$ cat src/rtl/result_unloader.sv
// rtl/result_unloader.sv - drains the ROWS x COLS result RAM into a tagged word stream
//
// Reads the result matrix row by row through a synchronous RAM read port and
// serialises it as a valid/ready word stream. Each word carries a row tag, a
// column tag and a last flag.
//
// Optional feature: define RESULT_UNLOADER_CHECKSUM_EN to append one extra
// beat after the matrix. That beat carries the XOR of every word sent, and
// m_last moves onto it.
//
// Ports:
//   clk, rst        clock, asynchronous active-high reset
//   start           single-cycle drain request, honoured only when idle
//   busy            high from the cycle after start until back in idle
//   done            one-cycle pulse after the final handshake
//   rd_en, rd_addr  RAM read port (one row per read)
//   rd_data         RAM row, valid one cycle after rd_en
//   m_valid/m_ready stream handshake
//   m_data          stream word
//   m_last          final beat of the drain
//   m_row, m_col    position tags of m_data

module result_unloader #(
  parameter int ROWS   = 4,
  parameter int COLS   = 4,
  parameter int DATA_W = 32,
  parameter int ADDR_W = 2,
  localparam int COL_W = (COLS > 1) ? $clog2(COLS) : 1
) (
  input  logic                   clk,
  input  logic                   rst,
  input  logic                   start,
  output logic                   busy,
  output logic                   done,
  output logic                   rd_en,
  output logic [ADDR_W-1:0]      rd_addr,
  input  logic [COLS*DATA_W-1:0] rd_data,
  output logic                   m_valid,
  input  logic                   m_ready,
  output logic [DATA_W-1:0]      m_data,
  output logic                   m_last,
  output logic [ADDR_W-1:0]      m_row,
  output logic [COL_W-1:0]       m_col
);

  localparam logic [ADDR_W-1:0] LAST_ROW = ADDR_W'(ROWS - 1);
  localparam logic [COL_W-1:0]  LAST_COL = COL_W'(COLS - 1);

`ifdef RESULT_UNLOADER_CHECKSUM_EN
  // The checksum beat owns m_last, so no matrix word ever raises it.
  localparam logic LAST_ON_WORD = 1'b0;
`else
  localparam logic LAST_ON_WORD = 1'b1;
`endif

  typedef enum logic [2:0] {
    S_IDLE,
    S_READ,
    S_LATCH,
    S_SEND,
    S_CSUM,
    S_FIN
  } state_t;

  state_t                  state;
  logic [ADDR_W-1:0]       row;
  logic [COL_W-1:0]        col;
  logic [COLS*DATA_W-1:0]  row_buf;
  logic                    handshake;

`ifdef RESULT_UNLOADER_CHECKSUM_EN
  logic [DATA_W-1:0]       csum;
`endif

  assign handshake = m_valid && m_ready;

  function automatic logic [DATA_W-1:0] word_at(input logic [COLS*DATA_W-1:0] b,
                                                input logic [COL_W-1:0]       idx);
    return b[int'(idx)*DATA_W +: DATA_W];
  endfunction

  function automatic logic is_last(input logic [ADDR_W-1:0] r, input logic [COL_W-1:0] c);
    return LAST_ON_WORD && (r == LAST_ROW) && (c == LAST_COL);
  endfunction

  always_ff @(posedge clk or posedge rst) begin
    if (rst) begin
      state   <= S_IDLE;
      row     <= '0;
      col     <= '0;
      row_buf <= '0;
      busy    <= 1'b0;
      done    <= 1'b0;
      rd_en   <= 1'b0;
      rd_addr <= '0;
      m_valid <= 1'b0;
      m_data  <= '0;
      m_last  <= 1'b0;
      m_row   <= '0;
      m_col   <= '0;
`ifdef RESULT_UNLOADER_CHECKSUM_EN
      csum    <= '0;
`endif
    end else begin
      // done and rd_en are single-cycle strobes unless a branch below re-raises them.
      done  <= 1'b0;
      rd_en <= 1'b0;

      case (state)
        S_IDLE: begin
          if (start) begin
            state   <= S_READ;
            busy    <= 1'b1;
            row     <= '0;
            col     <= '0;
            rd_en   <= 1'b1;
            rd_addr <= '0;
`ifdef RESULT_UNLOADER_CHECKSUM_EN
            csum    <= '0;
`endif
          end
        end

        S_READ: begin
          state <= S_LATCH;
        end

        S_LATCH: begin
          // rd_data answers the read issued in the previous cycle.
          row_buf <= rd_data;
          m_valid <= 1'b1;
          m_data  <= rd_data[DATA_W-1:0];
          m_row   <= row;
          m_col   <= '0;
          col     <= '0;
          m_last  <= is_last(row, '0);
          state   <= S_SEND;
        end

        S_SEND: begin
          if (handshake) begin
`ifdef RESULT_UNLOADER_CHECKSUM_EN
            csum <= csum ^ m_data;
`endif
            if (col != LAST_COL) begin
              col    <= col + 1'b1;
              m_col  <= col + 1'b1;
              m_data <= word_at(row_buf, col + 1'b1);
              m_last <= is_last(row, col + 1'b1);
            end else if (row != LAST_ROW) begin
              // Row exhausted: fetch the next row, leaving a two-cycle bubble.
              row     <= row + 1'b1;
              col     <= '0;
              m_valid <= 1'b0;
              m_last  <= 1'b0;
              rd_en   <= 1'b1;
              rd_addr <= row + 1'b1;
              state   <= S_READ;
            end else begin
`ifdef RESULT_UNLOADER_CHECKSUM_EN
              // The accumulator does not yet include the word handshaking now.
              m_data <= csum ^ m_data;
              m_row  <= '0;
              m_col  <= '0;
              m_last <= 1'b1;
              state  <= S_CSUM;
`else
              m_valid <= 1'b0;
              m_last  <= 1'b0;
              done    <= 1'b1;
              state   <= S_FIN;
`endif
            end
          end
        end

        S_CSUM: begin
          if (handshake) begin
            m_valid <= 1'b0;
            m_last  <= 1'b0;
            done    <= 1'b1;
            state   <= S_FIN;
          end
        end

        S_FIN: begin
          busy  <= 1'b0;
          state <= S_IDLE;
        end

        default: begin
          state <= S_IDLE;
        end
      endcase
    end
  end

endmodule

$ cat config.mk
export PLATFORM = sky130hd
export DESIGN_NAME = result_unloader
export DESIGN_NICKNAME = d
export VERILOG_FILES = /design/src/rtl/result_unloader.sv
export SDC_FILE = /design/constraint.sdc
export NUM_CORES = 1
export LEC_CHECK = 0
export CAP_MARGIN = 20
export CORE_ASPECT_RATIO = 0.7
export CORE_MARGIN = 5
export CORE_UTILIZATION = 45
export DETAILED_ROUTE_END_ITERATION = 8
export PLACE_DENSITY = 0.72
export SETUP_SLACK_MARGIN = 0.4
export SYNTH_ARGS = -nofsm -noshare
export SYNTH_HDL_FRONTEND = slang
export SYNTH_SLANG_ARGS = --single-unit
$ cat constraint.sdc
create_clock -name clk -period 11.2 [get_ports clk]
set_input_delay 1.12 -clock clk [delete_from_list [all_inputs] [get_ports clk]]
set_output_delay 1.12 -clock clk [all_outputs]
set_load 0.02 [all_outputs]
# == Word-level counts from Yosys, hierarchy flattened ==
# Index checks and enable logic that the tools add are counted.
# W data, S select, Z words.
# classes
n_addsub,2
eq_ne,16
shift,1
mux,40
n_reduce_logical,15
# ops
op,count
$shiftx A128 B8 Y32,1
$mux W32,2
$pmux W32 S2,1
$mux W2,9
$ne A2 B2 Y1 const B,8
$mux W3,5
$pmux W3 S5,1
$mux W1,14
$reduce_and A4 Y1,3
$pmux W2 S2,2
$eq A3 B2 Y1 const B,2
$eq A3 B3 Y1 const B,2
$pmux W1 S2,3
$pmux W1 S3,2
$pmux W2 S3,1
$reduce_and A3 Y1,2
$reduce_bool A2 Y1,3
$reduce_bool A3 Y1,2
$reduce_and A5 Y1,1
$add A2 B1 Y2 const B,2
$eq A2 B2 Y1 const B,2
$eq A3 B1 Y1 const B,1
$logic_not A3 Y1,1
$ne A3 B3 Y1 const B,1
other kinds (2),3
# totals
reg_bits,176
in_bits,132
out_inout_bits,43
elab_cells,86

# == Logic depth before layout (Yosys ltp) ==
# Gate-level depths: netlist of the first run.
# logic_depth
word_depth,6
mapped_depth,9
ltp_nobuf,5

# == Least setup slack after synthesis of the first run ==
# No wires, ideal clock.
# synth_timing
path_kind,register to register
startpoint,reg col[0]
endpoint,reg m_data[31]
setup_ps,122
arrival_ps,1974
t_required_ps,11078
setup_slack_ps,9104
path_stages_with_launch,10
n_path_buf,4
period_less_slack_ps,2096
cell_sequence,dfrtp_1 > buf_6 > buf_4 > inv_1 > ha_1 > buf_2 > clkbuf_1 > mux4_2 > nand2_1 > a21oi_1
# synth_between
elab_chain_len,5
word_cells_on_any_way,8
classes_between,add/sub (1); eq/ne (2); shift (1); mux (3); reduce/logical (1)
# synth_rtl
element,line_no,source
"start, declared",67,logic [COL_W-1:0] col;
"start signal, assigned",146,col <= col + 1'b1;
$add A2 B1 Y2,148,"m_data <= word_at(row_buf, col + 1'b1);"
$shiftx A128 B8 Y32,79,return b[int'(idx)*DATA_W +: DATA_W];
$mux W32,145,if (col != LAST_COL) begin
$mux W32,141,if (handshake) begin
$pmux W32 S2,109,case (state)
"end signal, assigned",132,m_data <= rd_data[DATA_W-1:0];
"end signal, assigned",148,
"end, declared",40,"output logic [DATA_W-1:0] m_data,"
# Parallel ways exist; a longest one is shown, timed or not. The select of a mux whose other input is x is not followed.
# A chain may end at the register's enable or synchronous reset.

# == Final worst setup path of the first run ==
# layout_timing
startpoint,reg col[0]
endpoint,reg m_data[23]
# The elaborated chain is that of the path after synthesis.

==> results of run 1 <==
-- cells by family after synthesis --
logic type,after synthesis
and+or+nand+nor,98
muxes,167
buffers and inverters,44
DFF,176
AOI/OAI and AO/OA,84
adders and majority gates,4
-- layer usage --
metal | global-route usage | wire length, um
met1 | 0.279 | 9460
met2 | 0.287 | 8900
met3 | 0.0591 | 1560
met4 | 0.0378 | 105
met5 | 0 | 0
-- power breakdown --
| part | internal, mW | switching (mW) |
|---|---|---|
| Sequential | 0.635 | 0 |
| Clock | 0.290 | 0.252 |
| Combinational | 0.0414 | 0.0244 |
| Total | 0.967 | 0.277 |
-- registers in the layout (all words and copies together) (netlist names), 2 cells and up --
name	cells
m_col	2
row_buf	128
state	3
m_row	2
col	2
row	2
m_data	32
-- cell usage in the layout, fill, tap and decap left out, drive strengths merged, types with 5 or more instances in the layout --
master	count
o21ai	11
a21oi	60
clkdlybuf4s50	174
nor2	36
nand3	5
mux4	29
buf	6
clkbuf	20
nand2	44
inv	9
mux2	134
dfrtp	176
-- worst max-delay path, stage by stage, from the launching register on --
cell	delay, ns
dfrtp_2	0.34
buf_4	0.63
inv_1	0.23
ha_2	1.08
mux4_2	0.42
nand2_1	0.09
a21oi_1	0.08
-- metrics by stage --
step                total power, mW  worst slack, ns
floorplan                     0.658             5.31
detailed placement            0.714             7.79
global placement              0.712             7.86
CTS                            1.25             8.13
global route                   1.28             7.96
finish                         1.24             8.20
-- final timing paths --
kind,from,endpoint,cells after the start
worst max-delay path,col[0],m_data[23],6
worst min-delay path,m_data[6],m_data[6],2
worst max register to register,col[0],m_data[23],6
worst min register to register,m_data[6],m_data[6],2
max in group asynchronous,rst,col[0],3
min in group asynchronous,rst,row_buf[85],2
-- layout make-up --
type | instances | area [um^2]
Timing Repair Buffer | 180 | 1810
Multi-Input combinational cell | 353 | 3560
Inverter | 6 | 27.5
Clock buffer | 20 | 447
Sequential cell | 176 | 4410
Clock inverter | 11 | 83.8
Tap cell | 236 | 295
Fill cell | 1441 | 7440
==> run summary, run 1 <==
Status: finished, final reports clean
Routed wire length: 20000 um
Register area share after synthesis: 0.532
Util after Layout: 0.588
Setup TNS: 0 ns
Synth warn: 0
CTS resizes: 0
EDFF count, synth: 0
# IOs: 175
Post-Syn Area: 8280 um^2
Slew @ Worst Pin: 1.05 ns
Area share of the largest cell type after synthesis: 0.532
CTS clk-pin slew, worst paths: 0.06 ns
VDD IR max: 0.0000781 V
Pins Over Slew Limit: 0
Post-DP Area: 10100 um^2
Post-Synth XOR/XNOR Area: 0
Fmax: 0.333 GHz
Mean post-synth cell area: 14.4 um^2
Ant. Diodes: 0
CP startpoint kind: flop
Mux share of post-synthesis cell area: 0.311
Crit Path Class: flop to flop
Largest family of logic cells by synthesized area: multiplexers
Synthesized flop and latch total: 176
Reg2Reg Setup Slack: 8.20 ns
Num rows: 41
CTS sink cnt: 176
Global-route wire length before repair: 31300 um
Final nets: 870
Inst Count DP: 951
Floorplan die width: 172 um
Worst slew margin: 0.298
Post-DP HPWL: 13300 um
DIE AREA: 21300 um^2
P&R area growth vs syn: 28.3%
PD cells: 117 nW/um^2
Max Cap Viol: 0
Pin count of the biggest net entering global routing: 100
Leading area contributor after synthesis: dfrtp_1
Post-Synth Adder-Cell Area: 0.00605
Critical path fanouts, max: 41
Total gr overflow: 0
Cells after synthesis: 573
CTS Root Cell: clkbuf_16
Mapped Nets: 709
Vias: 5306
Postcts setup bufs: 0
CTS Buffer Depth: 2
Gr usage total: 0.192
Design area: 10600 um^2
FFs w/ async S/R, synth: 1.00
Static Leakage: 4.81 nW
IO Port Bufs: 174
CTS Hold Bufs: 0
Via/cell ratio: 5.40
Top-count cell post-synth: dfrtp_1
Die Height: 123 um
CTS tree: done
Compound-Gate Fraction of Synth Area: 0.0589
DR pass1 iterations: 5
Starting Density: 0.458
Initial DRC count: 328
CTS buffer count: 17
RD Place Congestion: 0.839
CP Capture Type: flop
Final Hold Fails: 0
H-tree levels: 4
Worst Skew: 0.0161 ns
Commonest cells in the netlist: dfrtp_1, mux2_4, a21oi_1
Netlist cell types: 36
Final min period: 3.00 ns
Vias in the first global route: 5665
Final ANT Viol Nets: 0
CP arrival: 3.31 ns
Final setup vio count: 0
RSZ-0062 raised after global routing: false
DRC: 0
Routed len/inst: 20.4 um
Initial antenna violation count: 0
Simple-Gate Fraction of Synth Area: 0.0528
Hold Worst Slack: 0.500 ns
Worst min path class: flop to flop
Area contributors post-synth: dfrtp_1, mux2_4, mux4_2, mux2_2, a21oi_1
Required @ worst endpoint: 11.50 ns
Final Non-Filler Cells: 982
Tcrit/Tclk final: 0.268
Synth Flop Type: dfrtp_1
Core Area: 18100 um^2
Clk_lat worst skew: 0.43 ns
Proportion of layout cells with a drive suffix above 1: 0.282
Note: power is estimated with default switching activity, not from simulation.
==> inputs of run 2 (changes only) <==
--- a/config.mk
+++ b/config.mk
@@ -10,7 +10,7 @@
 export CORE_MARGIN = 5
 export CORE_UTILIZATION = 45
 export DETAILED_ROUTE_END_ITERATION = 8
-export PLACE_DENSITY = 0.72
+export PLACE_DENSITY = 0.75
 export SETUP_SLACK_MARGIN = 0.4
 export SYNTH_ARGS = -nofsm -noshare
 export SYNTH_HDL_FRONTEND = slang
==> constraint.sdc (replaced) <==
create_clock -name clk -period 2.62 [get_ports clk]
set_input_delay 0.262 -clock clk [delete_from_list [all_inputs] [get_ports clk]]
set_output_delay 0.262 -clock clk [all_outputs]
set_load 0.02 [all_outputs]
==> run summary, run 2 (synthesized netlist as in run 1, its figures left out) <==
Worst slew margin: 0.470
Proportion of layout cells with a drive suffix above 1: 0.299
Die Height: 123 um
Final Hold Fails: 0
IO Port Bufs: 174
VDD IR max: 0.000344 V
Design area: 10900 um^2
Max Cap Viol: 0
DRC: 0
Crit-path leading delay family: simple AND/OR/NAND/NOR gates
Clk_lat worst skew: 0.43 ns
Via/cell ratio: 5.45
Floorplan die width: 172 um
Setup ws final: 0.568 ns
CTS sink cnt: 176
Post-DP HPWL: 14400 um
Initial antenna violation count: 1
Total gr overflow: 0
Core Area: 18100 um^2
Setup TNS: 0 ns
CTS clk-pin slew, worst paths: 0.07 ns
Postcts setup bufs: 0
RD Place Congestion: 0.810
Tcrit/Tclk final: 0.783
CP startpoint kind: flop
Required @ worst endpoint: 2.93 ns
Launch point of the worst path: state[1]
H-tree levels: 4
Pre-CTS WS: 0.524 ns
Num rows: 41
CTS Buffer Depth: 2
Global-route wire length before repair: 32900 um
Gr usage total: 0.201
Starting Density: 0.458
Crit Path Class: flop to flop
Pins Over Slew Limit: 0
Final min period: 2.05 ns
Top reg by flops: row_buf
Post-DP Area: 10300 um^2
RSZ-0062 raised after global routing: false
CTS tree: done
Ant. Diodes: 0
Initial DRC count: 418
Worst min path class: input port to asynchronous set/reset pin
Status: finished, final reports clean
CP Buf/Inv Count: 0
CP arrival: 2.36 ns
Fmax: 0.487 GHz
P&R area growth vs syn: 31.4%
Final nets: 885
Largest stage delay on the critical path: 0.55 ns
DR pass1 iterations: 7
CTS Root Cell: clkbuf_16
Routed wire length: 20800 um
Critical path fanouts, max: 22
Most common cell after layout, fill and taps aside: dfrtp_1
Static Leakage: 4.93 nW
Worst Skew: 0.0122 ns
Hold Worst Slack: 0.330 ns
Vias: 5443
Pin count of the biggest net entering global routing: 67
FF-to-FF Start: state[1]
CTS buffer count: 17
Slowest CP cell: dfrtp_1
DIE AREA: 21300 um^2
Registers with the most flip-flops: row_buf: 128 flops, m_data: 32 flops, state: 3 flops
Vias in the first global route: 5938
Final ANT Viol Nets: 0
Slew @ Worst Pin: 0.793 ns
PD cells: 521 nW/um^2
# IOs: 175
CP Capture Type: flop
Critical Path, Cell by Cell: nor2b_4 -> nand2_2 -> o31ai_4 -> mux2_2
Most frequent cells in the layout: dfrtp_1, clkdlybuf4s50_1, mux2_4
Final setup vio count: 0
Fill cell count: 1333
Routed len/inst: 20.9 um
Largest register FFs: 128
[run 2: where the power goes]
part	total, mW	switching [mW]	internal [mW]	leakage (nW)
combinational	0.299	0.107	0.192	2.20
clock	2.65	1.11	1.54	0.290
sequential	2.72	0	2.72	2.44
[run 2: path summary, 6_finish.rpt]
path                          endpoint  slack [ns]  cells after the start
min in group clk           row_buf[80]        0.44                      2
max in group asynchronous       row[1]        1.61                      3
min reg2reg                 row_buf[8]        0.51                      1
max                             row[0]        0.57                      4
max reg2reg                     row[0]        0.57                      4
min                        row_buf[52]        0.33                      2
[run 2: routing by layer]
metal  track usage  vias to the layer above  routed length (um)
met2         0.299                      224                9300
li1              -                     2407                   -
met1         0.293                     2794                9650
met5             0                        -                  11
met3        0.0594                       16                1700
met4        0.0481                        2                 163
[run 2: metrics by stage]
| stage | instances | total power, mW | util |
|---|---|---|---|
| 6_report | 998 | 5.66 | 0.602 |
| 5_1_grt | 998 | 5.85 | 0.602 |
| 4_1_cts | 998 | 5.73 | 0.602 |
| 3_5_place_dp | 966 | 3.07 | 0.568 |
| 3_3_place_gp | 966 | 3.06 | 0.568 |
| 2_1_floorplan | 573 | 2.81 | - |
[run 2: cell type report]
cell class	instances	area (um^2)	share of cell area
tap	236	295	0.0271
inverter	6	26.3	0.00242
clock buffer	18	439	0.0404
timing repair buffer	195	1980	0.182
multi-input combinational	353	3560	0.327
sequential	176	4410	0.405
clock inverter	14	178	0.0163
[run 2: timing repair]
action                                  4_1_cts  5_1_grt
hold buffers                                  0        0
gates resized for setup                       0        1
endpoints found under the setup margin        0        2
